**config.mk**
```make
export PLATFORM = sky130hd
export DESIGN_NAME = npu_telemetry_aggregator_flat
export DESIGN_NICKNAME = d
export VERILOG_FILES = /design/src/rtl/npu_telemetry_aggregator_if.sv /design/src/rtl/npu_telemetry_aggregator.sv /design/src/flat_wrapper.sv
export SDC_FILE = /design/constraint.sdc
export NUM_CORES = 1
export LEC_CHECK = 0
export BUFFER_PORTS_ARGS = -buffer_cell sky130_fd_sc_hd__buf_2
export CORE_MARGIN = 8
export CORE_UTILIZATION = 55
export CTS_BUF_LIST = sky130_fd_sc_hd__clkbuf_2
export DETAILED_ROUTE_END_ITERATION = 12
export HOLD_SLACK_MARGIN = 0.15
export PLACE_DENSITY = 0.87
export SLEW_MARGIN = 20
export SYNTH_ARGS = -nofsm -noshare
export SYNTH_HDL_FRONTEND = slang
export SYNTH_SLANG_ARGS = --single-unit
export TNS_END_PERCENT = 1
```
**constraint.sdc**
```tcl
create_clock -name clk -period 7.9 [get_ports clk]
set_input_delay 0.395 -clock clk [delete_from_list [all_inputs] [get_ports clk]]
set_output_delay 0.395 -clock clk [all_outputs]
set_load 0.01 [all_outputs]
```
**src/rtl/npu_telemetry_aggregator_if.sv**
```systemverilog
// npu_telemetry_aggregator_if
//   Host-side CSR request/response bus plus the fan-out bus to the tiles'
//   CSR blocks, bundled so the aggregator takes it as a single port.
//   Host side : csr_valid, csr_write, csr_bcast, csr_addr, csr_wdata (request)
//               csr_rdata, csr_ready, csr_err (response)
//   Tile side : tile_csr_valid (one per tile), tile_csr_write, tile_csr_addr,
//               tile_csr_wdata (request); tile_csr_rdata_flat, tile_csr_ready
//               (response, tile i data at [32i+31:32i])
//   master : host plus tile models (drives requests, drives tile responses)
//   slave  : the aggregator
interface npu_telemetry_aggregator_if #(
    parameter int NUM_TILES = 4,
    parameter int ADDR_W    = 8
);
    logic                    csr_valid;
    logic                    csr_write;
    logic                    csr_bcast;
    logic [ADDR_W-1:0]       csr_addr;
    logic [31:0]             csr_wdata;
    logic [31:0]             csr_rdata;
    logic                    csr_ready;
    logic                    csr_err;

    logic [NUM_TILES-1:0]    tile_csr_valid;
    logic                    tile_csr_write;
    logic [ADDR_W-1:0]       tile_csr_addr;
    logic [31:0]             tile_csr_wdata;
    logic [NUM_TILES*32-1:0] tile_csr_rdata_flat;
    logic [NUM_TILES-1:0]    tile_csr_ready;

    modport master (
        output csr_valid, csr_write, csr_bcast, csr_addr, csr_wdata,
        input  csr_rdata, csr_ready, csr_err,
        input  tile_csr_valid, tile_csr_write, tile_csr_addr, tile_csr_wdata,
        output tile_csr_rdata_flat, tile_csr_ready
    );

    modport slave (
        input  csr_valid, csr_write, csr_bcast, csr_addr, csr_wdata,
        output csr_rdata, csr_ready, csr_err,
        output tile_csr_valid, tile_csr_write, tile_csr_addr, tile_csr_wdata,
        input  tile_csr_rdata_flat, tile_csr_ready
    );
endinterface

```
**src/rtl/npu_telemetry_aggregator.sv**
```systemverilog
// npu_telemetry_aggregator
//   Snapshots per-tile ops/power counters, sums them with saturation and
//   computes system efficiency (milli-TOPS/W) with a serial restoring divider.
//   Independently bridges host CSR accesses to one tile or (writes) all tiles,
//   with a response timeout.
// Ports:
//   clk, reset        clock, synchronous active-high reset
//   snap_req          start a snapshot (ignored unless idle)
//   snap_busy         snapshot engine not idle
//   snap_done         one-cycle pulse, sys_* updated in this cycle
//   tile_ops_flat     NUM_TILES x 32-bit ops counters
//   tile_power_flat   NUM_TILES x 16-bit power (mW)
//   tile_ready        per-tile ready; sys_ready is their registered AND
//   sys_ops, sys_power, sys_eff_milli   snapshot results
//   csr               host/tile CSR bus (slave modport)
module npu_telemetry_aggregator #(
    parameter int NUM_TILES   = 4,
    parameter int ADDR_W      = 8,
    parameter int CSR_TIMEOUT = 64
) (
    input  logic                    clk,
    input  logic                    reset,
    input  logic                    snap_req,
    output logic                    snap_busy,
    output logic                    snap_done,
    input  logic [NUM_TILES*32-1:0] tile_ops_flat,
    input  logic [NUM_TILES*16-1:0] tile_power_flat,
    input  logic [NUM_TILES-1:0]    tile_ready,
    output logic [31:0]             sys_ops,
    output logic [15:0]             sys_power,
    output logic [15:0]             sys_eff_milli,
    output logic                    sys_ready,
    npu_telemetry_aggregator_if.slave csr
);
    localparam int TSEL_W = $clog2(NUM_TILES);
    localparam int TMR_W  = $clog2(CSR_TIMEOUT + 1);

    // ---------------- snapshot engine ----------------
    typedef enum logic [1:0] {IDLE, SUM, DIV, DONE} snap_state_t;
    snap_state_t snap_state, snap_next;

    logic [5:0]  cnt;
    logic [31:0] cap_ops [NUM_TILES];
    logic [15:0] cap_pwr [NUM_TILES];
    logic [31:0] acc_ops;
    logic [15:0] acc_pwr;
    logic [31:0] rem, quo;

    logic        last_tile, last_step;
    logic [32:0] ops_add;
    logic [16:0] pwr_add;
    logic [31:0] dividend;
    logic [32:0] rem_sh;
    logic        ge;
    logic [31:0] rem_nx, quo_nx;
    logic [15:0] eff_sat;

    assign last_tile = (cnt == 6'(NUM_TILES - 1));
    // DIV cycle 0 loads the dividend, cycles 1..32 each retire one quotient bit
    assign last_step = (cnt == 6'd32);
    assign snap_busy = (snap_state != IDLE);
    assign snap_done = (snap_state == DONE);

    always_comb begin
        ops_add  = {1'b0, acc_ops} + {1'b0, cap_ops[cnt[TSEL_W-1:0]]};
        pwr_add  = {1'b0, acc_pwr} + {1'b0, cap_pwr[cnt[TSEL_W-1:0]]};
        dividend = {10'd0, acc_ops[31:10]} * 32'd1000;
        // Divisor is at most 16 bits, so the remainder never needs more than
        // 32 bits; a zero divisor yields an all-ones quotient, i.e. 0xFFFF.
        rem_sh   = {rem, quo[31]};
        ge       = (rem_sh >= {17'd0, acc_pwr});
        rem_nx   = ge ? (rem_sh[31:0] - {16'd0, acc_pwr}) : rem_sh[31:0];
        quo_nx   = {quo[30:0], ge};
        eff_sat  = (|quo_nx[31:16]) ? 16'hFFFF : quo_nx[15:0];
    end

    always_ff @(posedge clk) begin
        if (reset) snap_state <= IDLE;
        else       snap_state <= snap_next;
    end

    always_comb begin
        snap_next = snap_state;
        case (snap_state)
            IDLE:    if (snap_req) snap_next = SUM;
            SUM:     if (last_tile) snap_next = DIV;
            DIV:     if (last_step) snap_next = DONE;
            default: snap_next = IDLE;
        endcase
    end

    always_ff @(posedge clk) begin
        if (reset) begin
            cnt           <= '0;
            acc_ops       <= '0;
            acc_pwr       <= '0;
            rem           <= '0;
            quo           <= '0;
            sys_ops       <= '0;
            sys_power     <= '0;
            sys_eff_milli <= '0;
            for (int i = 0; i < NUM_TILES; i++) begin
                cap_ops[i] <= '0;
                cap_pwr[i] <= '0;
            end
        end else begin
            case (snap_state)
                IDLE: begin
                    if (snap_req) begin
                        for (int i = 0; i < NUM_TILES; i++) begin
                            cap_ops[i] <= tile_ops_flat[32*i +: 32];
                            cap_pwr[i] <= tile_power_flat[16*i +: 16];
                        end
                        acc_ops <= '0;
                        acc_pwr <= '0;
                        cnt     <= '0;
                    end
                end
                SUM: begin
                    acc_ops <= ops_add[32] ? 32'hFFFF_FFFF : ops_add[31:0];
                    acc_pwr <= pwr_add[16] ? 16'hFFFF : pwr_add[15:0];
                    cnt     <= last_tile ? 6'd0 : cnt + 6'd1;
                end
                DIV: begin
                    if (cnt == 6'd0) begin
                        quo <= dividend;
                        rem <= '0;
                    end else begin
                        quo <= quo_nx;
                        rem <= rem_nx;
                    end
                    cnt <= cnt + 6'd1;
                    if (last_step) begin
                        sys_ops       <= acc_ops;
                        sys_power     <= acc_pwr;
                        sys_eff_milli <= eff_sat;
                    end
                end
                default: cnt <= '0;
            endcase
        end
    end

    always_ff @(posedge clk) begin
        if (reset) sys_ready <= 1'b0;
        else       sys_ready <= &tile_ready;
    end

    // ---------------- CSR bridge ----------------
    typedef enum logic [1:0] {C_IDLE, C_WAIT, C_RESP} csr_state_t;
    csr_state_t cstate, cnext;

    logic [ADDR_W-1:0]    addr_q;
    logic [31:0]          wdata_q;
    logic                 write_q;
    logic [NUM_TILES-1:0] target, acked, acked_nx, tvalid, req_mask;
    logic [TMR_W-1:0]     timer;
    logic [31:0]          rdata_q;
    logic                 err_q;
    logic [TSEL_W-1:0]    sel, sel_in;
    logic [31:0]          sel_rdata;
    logic                 complete, timed_out;

    assign sel       = addr_q[ADDR_W-1 -: TSEL_W];
    assign sel_in    = csr.csr_addr[ADDR_W-1 -: TSEL_W];
    // Readies are remembered per tile so a broadcast completes even when the
    // tiles answer in different cycles.
    assign acked_nx  = acked | (csr.tile_csr_ready & tvalid);
    assign complete  = ((acked_nx & target) == target);
    assign timed_out = (timer == TMR_W'(CSR_TIMEOUT - 1));

    always_comb begin
        req_mask = '0;
        if (csr.csr_bcast && csr.csr_write) req_mask = '1;
        else                                req_mask[sel_in] = 1'b1;
    end

    always_comb begin
        sel_rdata = '0;
        for (int i = 0; i < NUM_TILES; i++) begin
            if (sel == TSEL_W'(i)) sel_rdata = csr.tile_csr_rdata_flat[32*i +: 32];
        end
    end

    always_ff @(posedge clk) begin
        if (reset) cstate <= C_IDLE;
        else       cstate <= cnext;
    end

    always_comb begin
        cnext = cstate;
        case (cstate)
            C_IDLE:  if (csr.csr_valid) cnext = C_WAIT;
            C_WAIT:  if (complete || timed_out) cnext = C_RESP;
            default: cnext = C_IDLE;
        endcase
    end

    always_ff @(posedge clk) begin
        if (reset) begin
            addr_q  <= '0;
            wdata_q <= '0;
            write_q <= 1'b0;
            target  <= '0;
            acked   <= '0;
            tvalid  <= '0;
            timer   <= '0;
            rdata_q <= '0;
            err_q   <= 1'b0;
        end else begin
            case (cstate)
                C_IDLE: begin
                    if (csr.csr_valid) begin
                        addr_q  <= csr.csr_addr;
                        wdata_q <= csr.csr_wdata;
                        write_q <= csr.csr_write;
                        target  <= req_mask;
                        tvalid  <= req_mask;
                        acked   <= '0;
                        timer   <= '0;
                    end
                end
                C_WAIT: begin
                    acked <= acked_nx;
                    if (complete) begin
                        tvalid  <= '0;
                        rdata_q <= write_q ? 32'd0 : sel_rdata;
                        err_q   <= 1'b0;
                    end else if (timed_out) begin
                        tvalid  <= '0;
                        rdata_q <= 32'hDEAD_BEEF;
                        err_q   <= 1'b1;
                    end else begin
                        timer <= timer + 1'b1;
                    end
                end
                default: ;
            endcase
        end
    end

    assign csr.csr_ready      = (cstate == C_RESP);
    assign csr.csr_rdata      = rdata_q;
    assign csr.csr_err        = err_q;
    assign csr.tile_csr_valid = tvalid;
    assign csr.tile_csr_write = write_q;
    assign csr.tile_csr_addr  = addr_q;
    assign csr.tile_csr_wdata = wdata_q;
endmodule

```
**src/flat_wrapper.sv**
```systemverilog
// flat-port wrapper written by rule: the top's interface ports become plain ports
module npu_telemetry_aggregator_flat 
#(
    parameter int NUM_TILES   = 4,
    parameter int ADDR_W      = 8,
    parameter int CSR_TIMEOUT = 64
)
  (clk, reset, snap_req, snap_busy, snap_done, tile_ops_flat, tile_power_flat, tile_ready, sys_ops, sys_power, sys_eff_milli, sys_ready, csr_csr_valid, csr_csr_write, csr_csr_bcast, csr_csr_addr, csr_csr_wdata, csr_csr_rdata, csr_csr_ready, csr_csr_err, csr_tile_csr_valid, csr_tile_csr_write, csr_tile_csr_addr, csr_tile_csr_wdata, csr_tile_csr_rdata_flat, csr_tile_csr_ready);
  npu_telemetry_aggregator_if #(.NUM_TILES(NUM_TILES), .ADDR_W(ADDR_W)) csr_i ();
  input  logic clk;
  input  logic reset;
  input  logic snap_req;
  output logic snap_busy;
  output logic snap_done;
  input  logic [NUM_TILES*32-1:0] tile_ops_flat;
  input  logic [NUM_TILES*16-1:0] tile_power_flat;
  input  logic [NUM_TILES-1:0] tile_ready;
  output logic [31:0] sys_ops;
  output logic [15:0] sys_power;
  output logic [15:0] sys_eff_milli;
  output logic sys_ready;
  input wire logic [$bits(csr_i.csr_valid)-1:0] csr_csr_valid;
  input wire logic [$bits(csr_i.csr_write)-1:0] csr_csr_write;
  input wire logic [$bits(csr_i.csr_bcast)-1:0] csr_csr_bcast;
  input wire logic [$bits(csr_i.csr_addr)-1:0] csr_csr_addr;
  input wire logic [$bits(csr_i.csr_wdata)-1:0] csr_csr_wdata;
  output wire logic [$bits(csr_i.csr_rdata)-1:0] csr_csr_rdata;
  output wire logic [$bits(csr_i.csr_ready)-1:0] csr_csr_ready;
  output wire logic [$bits(csr_i.csr_err)-1:0] csr_csr_err;
  output wire logic [$bits(csr_i.tile_csr_valid)-1:0] csr_tile_csr_valid;
  output wire logic [$bits(csr_i.tile_csr_write)-1:0] csr_tile_csr_write;
  output wire logic [$bits(csr_i.tile_csr_addr)-1:0] csr_tile_csr_addr;
  output wire logic [$bits(csr_i.tile_csr_wdata)-1:0] csr_tile_csr_wdata;
  input wire logic [$bits(csr_i.tile_csr_rdata_flat)-1:0] csr_tile_csr_rdata_flat;
  input wire logic [$bits(csr_i.tile_csr_ready)-1:0] csr_tile_csr_ready;
  assign csr_i.csr_valid = csr_csr_valid;
  assign csr_i.csr_write = csr_csr_write;
  assign csr_i.csr_bcast = csr_csr_bcast;
  assign csr_i.csr_addr = csr_csr_addr;
  assign csr_i.csr_wdata = csr_csr_wdata;
  assign csr_csr_rdata = csr_i.csr_rdata;
  assign csr_csr_ready = csr_i.csr_ready;
  assign csr_csr_err = csr_i.csr_err;
  assign csr_tile_csr_valid = csr_i.tile_csr_valid;
  assign csr_tile_csr_write = csr_i.tile_csr_write;
  assign csr_tile_csr_addr = csr_i.tile_csr_addr;
  assign csr_tile_csr_wdata = csr_i.tile_csr_wdata;
  assign csr_i.tile_csr_rdata_flat = csr_tile_csr_rdata_flat;
  assign csr_i.tile_csr_ready = csr_tile_csr_ready;
  npu_telemetry_aggregator #(.NUM_TILES(NUM_TILES), .ADDR_W(ADDR_W), .CSR_TIMEOUT(CSR_TIMEOUT)) u_core (.clk(clk), .reset(reset), .snap_req(snap_req), .snap_busy(snap_busy), .snap_done(snap_done), .tile_ops_flat(tile_ops_flat), .tile_power_flat(tile_power_flat), .tile_ready(tile_ready), .sys_ops(sys_ops), .sys_power(sys_power), .sys_eff_milli(sys_eff_milli), .sys_ready(sys_ready), .csr(csr_i));
endmodule
```
==> impl_results.md, run 1 <==
* Synth area leaders: edfxtp_1, dfxtp_1, mux4_2
* Fraction of registers with async set/reset at 0%
* Exit stage: 5_1_grt
* Clk sinks at 474
* Initial antenna violation count at 33
* Initial Util at 55.2%
* Stop err: [ERROR GRT-0232] Routing congestion too high. Check the congestion heatmap in the GUI.
* CTS resizes at 0
* Post-synthesis area per instance at 10.0 um^2
* Main synth FF type: dfxtp_1
* Largest net degree at the start of global routing at 134
* Gr usage total at 64.0%
* CTS Buf Count at 117
* Die H at 237 um
* Post-Syn Area at 0.0268 mm^2
* Status: aborted with a tool error
* Total grt overflow at 22
* Yosys reg bits at 474
* Port buffer count at 519
* Commonest cells post-synth: nand2_1, dfxtp_1, and2_1, a21oi_1, edfxtp_1
* Hold_buf cts at 675
* Ports at 520
* Cell with the most instances after synthesis: nand2_1
* Clock Tree Buf Depth at 3
* Share of the synthesized area in the top cell type at 21.5%
* GPL Wtd Cong at 0.971
* Max H-tree Level at 3
* Clk root buf: clkbuf_2
* Mapped Cells at 2677
* Cell Rows at 81
* Count of warnings emitted by yosys at 0
* Syn nets at 3268
* Cell variety after synth at 82
* HPWL Detailed at 54100 um
* Sequential share of the synthesized area at 42.6%
* # Post-CTS Setup Buffers at 0
* Post-synth EDFFs at 192
* Width of the die at 237 um
* Synth area leader: edfxtp_1
-- per-layer routing --
| layer | track usage (%) | GRT overflow |
|---|---|---|
| met3 | 57.6 | 0 |
| met1 | 60.2 | 0 |
| met5 | 35.4 | 0 |
| met4 | 58.4 | 16 |
| met2 | 78.8 | 6 |
-- metrics by stage --
stage                     area (um^2)  utilization [%]  std cells  hold slack [ns]  setup WS, ns
after global placement          29800             61.4       3693            0.435          2.94
after floorplan                 26800                -       2677            0.426          1.77
after detailed placement        29800             61.4       3693            0.443          2.77
after CTS                       37600             77.5       4576            0.154          2.69
-- logic make-up after synthesis --
| group | after synthesis | synth area share [%] |
|---|---|---|
| adders and majority gates | 217 | 12.4 |
| buffers and inverters | 308 | 4.49 |
| and+or+nand+nor | 950 | 17.3 |
| AOI/OAI and AO/OA | 557 | 13.4 |
| muxes | 89 | 7.07 |
| DFF | 474 | 42.6 |
| xor gates and xnor gates | 82 | 2.68 |
==> inputs of run 2 (changes only) <==
Settings changed: CORE_UTILIZATION 55 to 40, CTS_BUF_LIST sky130_fd_sc_hd__clkbuf_2 to default, HOLD_SLACK_MARGIN 0.15 to default, PLACE_DENSITY 0.87 to default, PLACE_DENSITY_LB_ADDON from default to 0.15.
==> impl_results.md, run 2 <==
* Most frequent cells in the layout: buf_2, nand2_1, dfxtp_1
* Clock Latency Late Sink at 0.60 ns
* Mapped Cells at 2677 (unchanged)
* Simple-gate share of the synthesized area at 17.3% (unchanged)
* Total grt overflow at 0
* Status: completed
* Crit end category: register
* Critical path class: reg2reg
* Clock Tree Buf Depth at 3 (unchanged)
* Post-Syn Area at 0.0268 mm^2 (unchanged)
* Crit-path most repeated cell: fa_1
* CTS Buf Count at 55 (-53%)
* Clk root buf: clkbuf_16
* Largest family of logic cells by synthesized area: simple AND/OR/NAND/NOR gates
* Peak VDD IR at 0.172 mV
* Global-route wire length before repair at 119000 um
* Max-cap violation count at 0
* Fin. Hold Viols at 0
* WL per Instance at 18.5 um
* Synth area leader: edfxtp_1
* Cell variety after synth at 82 (unchanged)
* Critical Path AT at 5.70 ns
* Final slew viol count at 0
* Initial Util at 40.1% (-15 points)
* Initial antenna violation count at 2
* Sequential share of the synthesized area at 42.6% (unchanged)
* Placed cell count at 3943 (+6.8%)
* Peak Freq at 0.192 GHz
* Area grow syn2layout at 20.4%
* Worst relative slew slack at 29.7%
* Largest net degree at the start of global routing at 158
* GPL Wtd Cong at 0.914 (-5.9%)
* Post-synthesis area per instance at 10.0 um^2 (unchanged)
* DR vias at 21200
* Power density over cell area at 282 mW/mm^2
* Share of layout cells above drive strength 1 at 23.4%
* CP peak stage delay at 0.57 ns
* Initial DRC count at 1169
* Most common cell after layout, fill and taps aside: buf_2
* RSZ-0062 raised after global routing: no
* Adder-cell share of the synthesized area at 12.4% (unchanged)
* Pre-Repair DR Iteration Count at 5
* Commonest cells post-synth: nand2_1, dfxtp_1, and2_1, a21oi_1, edfxtp_1
* Nets at 3750
* Share of the synthesized area in the top cell type at 21.5% (unchanged)
* DP Area at 0.0301 mm^2 (+1.1%)
* Width of the die at 275 um (+16%)
* Overall power at 9090 uW
* Mux cell area share after synthesis at 7.07% (unchanged)
* Finish-stage setup viols at 0
* Worst hold path class: in2reg
* Final setup skew at 0.0212 ns
* Max H-tree Level at 2 (-1)
* Design area at 0.0322 mm^2
* Layout Cells excl Fill at 4078
* Largest regs: u_core.cap_ops x128, u_core.cap_pwr x64
* Syn nets at 3268 (unchanged)
* Worst-path maximum fanout at 8
* CTS clk-pin slew, worst paths at 0.06 ns
* CTS resizes at 0 (unchanged)
* Synth Area in XOR/XNOR at 2.68% (unchanged)
* Cell with the most instances after synthesis: nand2_1
* Fraction of registers with async set/reset at 0% (unchanged)
* Die Footprint at 0.0755 mm^2
* Die H at 275 um (+16%)
* ANT nets after route at 0
* CP cell instances: inv_1 -> fa_1 -> fa_1 -> fa_1 -> fa_1 -> inv_1 -> ha_1 -> and4_1 -> o2111ai_1 -> o211ai_1 -> a31oi_1 -> o21bai_1 -> a221oi_1 -> xnor2_1 -> nand2_1 -> a311oi_1
* Post-synth EDFFs at 192 (unchanged)
* Setup_tns at 0 ns
* Tcrit/Tclk final at 65.8%
* Fraction of the mapped netlist area in compound gates at 13.4% (unchanged)
* Ports at 520 (unchanged)
* Cell Rows at 95 (+17%)
* Yosys reg bits at 474 (unchanged)
* P_leak at 0.0137 uW
* Critical Path Source Type: register
* Count of warnings emitted by yosys at 0 (unchanged)
* Port buffer count at 519 (unchanged)
* Worst-Margin Slew at 1.05 ns
* Max reg flops at 128
* Clk sinks at 474 (unchanged)
* HPWL Detailed at 56400 um (+4.3%)
* CTS tree: built
* CP Buf/Inv Count at 2
* Gr usage total at 19.3%
* CP max-delay cell: fa_1
* Final WL at 75500 um
* Period minus WS final at 5.20 ns
* Biggest register: u_core.cap_ops
* Drt drc at 0
* Main synth FF type: dfxtp_1
* Synth area leaders: edfxtp_1, dfxtp_1, mux4_2
* Req. time, crit path at 8.41 ns
* Core region area at 0.0668 mm^2
* Cell family with most CP delay: adder cells
* Vias per std cell at 5.19
* Via count of the first global-routing pass at 22000
[run 2: cell families after synthesis]
group | after synthesis
mux | 89
xor+xnor | 82
flops | 474
buf+inv | 308
simple gates | 950
fa+ha+maj | 217
compound gates | 557
[run 2: metal layers]
layer  GRT usage, %  up-vias  share of wire (%)
met5              0        -                  0
met4           4.70        0                2.0
met3           4.29       96                6.8
met2           32.8      589                 47
met1           25.0    10100                 44
li1               -    10400                  -
[run 2: area by class of cell]
type	count	area, um^2
inverters	159	597
diodes	4	10.0
repair buffers	574	3110
flip-flops and latches	474	11400
well taps	873	1090
multi-input cells	1895	14200
fillers	6348	34600
clock buffers	76	1540
clock inverters	23	236
[run 2: power breakdown]
| part | switching, uW | internal, uW |
|---|---|---|
| clock | 1030 | 1490 |
| combinational | 1970 | 1380 |
| sequential | 228 | 3000 |
| total | 3230 | 5870 |
[run 2: what timing repair did]
action                                  4_1_cts  5_1_grt
hold buffers                                 32        0
setup buffers                                 0        0
hold endpoints to repair                     31        0
endpoints found under the setup margin        0        0
[run 2: tightest hold or removal path, stage by stage]
cell and delay, ns:
buf_2 0.10, nand2_1 0.04, a21oi_1 0.05
[run 2: per-stage QoR]
| stage | util (%) | setup WS [ns] | hold WS, ns |
|---|---|---|---|
| floorplan | - | 1.77 | 0.426 |
| global placement | 45.1 | 2.86 | 0.437 |
| detailed placement | 45.1 | 2.78 | 0.441 |
| CTS | 48.2 | 2.75 | 0.000386 |
| global route | 48.3 | 2.42 | 0.0237 |
| finish | 48.3 | 2.70 | 0.0460 |
[run 2: worst paths after layout]
kind | cells past startpoint | slack, ns | endpoint | startpoint
worst max register to register | 16 | 2.70 | u_core.quo[26] | u_core.acc_ops[17]
worst min-delay path | 3 | 0.05 | u_core.csr.tile_csr_wdata[7] | csr_csr_wdata[7]
worst min register to register | 2 | 0.45 | u_core.csr.tile_csr_wdata[5] | u_core.csr.tile_csr_wdata[5]
worst max-delay path | 16 | 2.70 | u_core.quo[26] | u_core.acc_ops[17]
(Power assumes the default switching activity.)
==> inputs of run 3 (changes only) <==
Clock period 7.9 ns to 4.48 ns, I/O delays scaled along.
==> impl_results.md, run 3 (synthesized netlist as in run 2, its figures left out) <==
* Critical Path AT at 5.07 ns (-0.63 ns)
* Area grow syn2layout at 32.2%
* Final WL at 79900 um (+5.8%)
* Worst Hold Launch: reset
* Port buffer count at 519 (unchanged)
* Worst reg2reg endpoint: u_core.quo[26]
* Vias per std cell at 5.13 (-1.2%)
* Finish-stage setup viols at 1 (+1)
* Design area at 0.0354 mm^2 (+9.8%)
* Worst hold path class: in2reg
* Period minus WS final at 4.54 ns (-0.657 ns)
* FF-to-FF Start: u_core.acc_ops[18]
* Status: finished, violations left
* Width of the die at 275 um (unchanged)
* Max reg flops at 128 (unchanged)
* Int Power at 10900 uW (+85%)
* Final slew viol count at 0 (unchanged)
* Most common cell after layout, fill and taps aside: buf_2
* Clock Tree Buf Depth at 3 (unchanged)
* Hold Path Stages at 2 (-1)
* Setup_tns at -0.0589 ns (-0.0589 ns)
* Failing checks: setup timing
* Largest net degree at the start of global routing at 101 (-36%)
* Share of layout cells above drive strength 1 at 25.7% (+2.3 points)
* Filler Cell Count at 5964 (-6.0%)
* Pre-Repair DR Iteration Count at 5 (unchanged)
* Reg-to-reg setup timing slack at -0.06 ns (-2.76 ns)
* GPL Wtd Cong at 0.903 (-1.2%)
* Register Area at 0.0114 mm^2 (+0.13%)
* R2R cell count at 16 (unchanged)
* Worst relative slew slack at 33.8% (+4.1 points)
* Nets at 4060 (+8.3%)
* P_sw at 5860 uW (+82%)
* Gate power share at 39.9% (+3.0 points)
* Gr usage total at 20.5% (+1.1 points)
* HPWL Detailed at 58000 um (+2.8%)
* Largest regs: u_core.cap_ops x128, u_core.cap_pwr x64
* Most frequent cells in the layout: buf_2, nand2_1, dfxtp_1
* Die H at 275 um (unchanged)
* Final setup skew at 0.0308 ns (+0.00959 ns)
* Max-cap violation count at 0 (unchanged)
* Core region area at 0.0668 mm^2 (unchanged)
* Worst-Margin Slew at 0.991 ns (-0.0616 ns)
* Area occupied by multi-input gates at 0.0145 mm^2 (+1.6%)
* CTS tree: built
* DR vias at 22500 (+6.4%)
* Clock Latency Late Sink at 0.62 ns (+0.02 ns)
* Flop pwr share at 33.6% (-1.9 points)
* Initial Util at 40.1% (unchanged)
* Fin. Hold Viols at 0 (unchanged)
* P_leak at 0.0152 uW (+10%)
* Hold endpoint: u_core.quo[15]
* Clk root buf: clkbuf_16
* Min setup slack post-route at -0.0589 ns (-2.76 ns)
* Die Footprint at 0.0755 mm^2 (unchanged)
* Peak Freq at 0.220 GHz (+14%)
* Peak VDD IR at 0.272 mV (+58%)
* Biggest register: u_core.cap_ops
* CTS Buf Count at 54 (-1.8%)
* Drt drc at 0 (unchanged)
* RSZ-0062 raised after global routing: yes
* Global-route wire length before repair at 125000 um (+5.5%)
* Tcrit/Tclk final at 101% (+36 points)
* Via count of the first global-routing pass at 23600 (+7.4%)
* Critical path class: reg2reg
* Clk sinks at 474 (unchanged)
* Ports at 520 (unchanged)
* Initial antenna violation count at 4 (+2)
* Cell Rows at 95 (unchanged)
* WL per Instance at 18.2 um (-1.7%)
* Req. time, crit path at 5.01 ns (-3.40 ns)
* Worst-path maximum fanout at 5 (-3)
* Critical Path Source Type: register
* Initial DRC count at 1133 (-3.1%)
* Crit end category: register
* Total grt overflow at 0 (unchanged)
* CTS clk-pin slew, worst paths at 0.06 ns (about the same)
* Clock network fraction of total power at 26.5% (-1.1 points)
* Power density over cell area at 472 mW/mm^2 (+68%)
* Max H-tree Level at 2 (unchanged)
* Switching Fraction at 35.0% (-0.47 points)
* DP Area at 0.0309 mm^2 (+2.5%)
* ANT nets after route at 0 (unchanged)
==> run 3: cell count changes in the layout (fill, tap and decap cells not counted), moves of 6 or more <==
cell / before / now
buf_4: 22 / 115
clkbuf_8: 4 / 10
inv_2: 0 / 13
o21ai_0: 82 / 75
dfxtp_2: 2 / 11
dlygate4sd3_1: 32 / 245
dfxtp_1: 279 / 269
ha_1: 135 / 127
inv_1: 159 / 145
ha_4: 0 / 7
==> run 3: layout make-up <==
class                           instances  share of cell area [%]
Clock buffer                           81                    4.50
Multi-Input combinational cell       1895                    40.8
Timing Repair Buffer                  885                    17.0
Antenna cell                            5                  0.0353
Tap cell                              873                    3.08
Inverter                              159                    1.69
Sequential cell                       474                    32.3
Clock inverter                         19                   0.555
==> run 3: critical path, cell delays in order, from the launching register on <==
cell and delay [ns]:
dfxtp_2 0.35, inv_4 0.05, fa_1 0.57, fa_1 0.45, fa_1 0.50, fa_1 0.57, inv_2 0.05, ha_4 0.22
a21o_1 0.20, a211oi_2 0.20, o211ai_1 0.16, a31oi_1 0.23, o21bai_2 0.11, a221oi_4 0.36, xnor2_2 0.15, nand2_1 0.07
a311oi_1 0.24
==> run 3: layer usage <==
metal	GRT usage, %	vias up	share of wire, %
li1	-	11000	-
met1	25.4	10800	43
met2	35.7	604	48
met3	4.11	131	6.1
met4	6.20	0	2.8
met5	0	-	0
==> run 3: worst max path at each step <==
stage | startpoint | to | slack, ns | cells after the start
final | u_core.acc_ops[18] | u_core.quo[26] | -0.06 | 16
after global placement | u_core.acc_ops[12] | u_core.quo[26] | -0.27 | 17
after floorplan | u_core.acc_ops[20] | u_core.quo[25] | -0.25 | 16
after CTS | u_core.acc_ops[19] | u_core.quo[26] | -0.01 | 17
after detailed placement | u_core.acc_ops[12] | u_core.quo[26] | -0.38 | 17
after global routing | u_core.acc_ops[18] | u_core.quo[26] | -0.23 | 16
==> run 3: metrics by stage <==
stage | power [uW] | setup slack [ns] | hold WS (ns) | utilization, % | std cells
after floorplan | 10200 | -0.248 | 0.336 | - | 2677
after global placement | 11900 | -0.274 | 0.437 | 46.2 | 4036
after detailed placement | 12000 | -0.377 | 0.439 | 46.2 | 4036
after CTS | 16800 | -0.0124 | 0.0111 | 52.9 | 4385
after global routing | 17900 | -0.229 | 0.0339 | 53.0 | 4388
final | 16700 | -0.0589 | 0.0284 | 53.0 | 4391
==> run 3: power groups by stage <==
stage          sequential (uW)  combinational, uW  clock, uW
3_3_place_gp              5680               6200          0
6_report                  5630               6670       4430
2_1_floorplan             5670               4520          0
3_5_place_dp              5720               6310          0
4_1_cts                   5630               6630       4560
5_1_grt                   5710               7500       4710
==> run 3: repair_timing <==
action,CTS,global route
hold endpoints to repair,248,0
buffers inserted,4,2
resized for setup,45,23
pin swaps,31,27
endpoints found under the setup margin,11,15
hold buffers,245,0
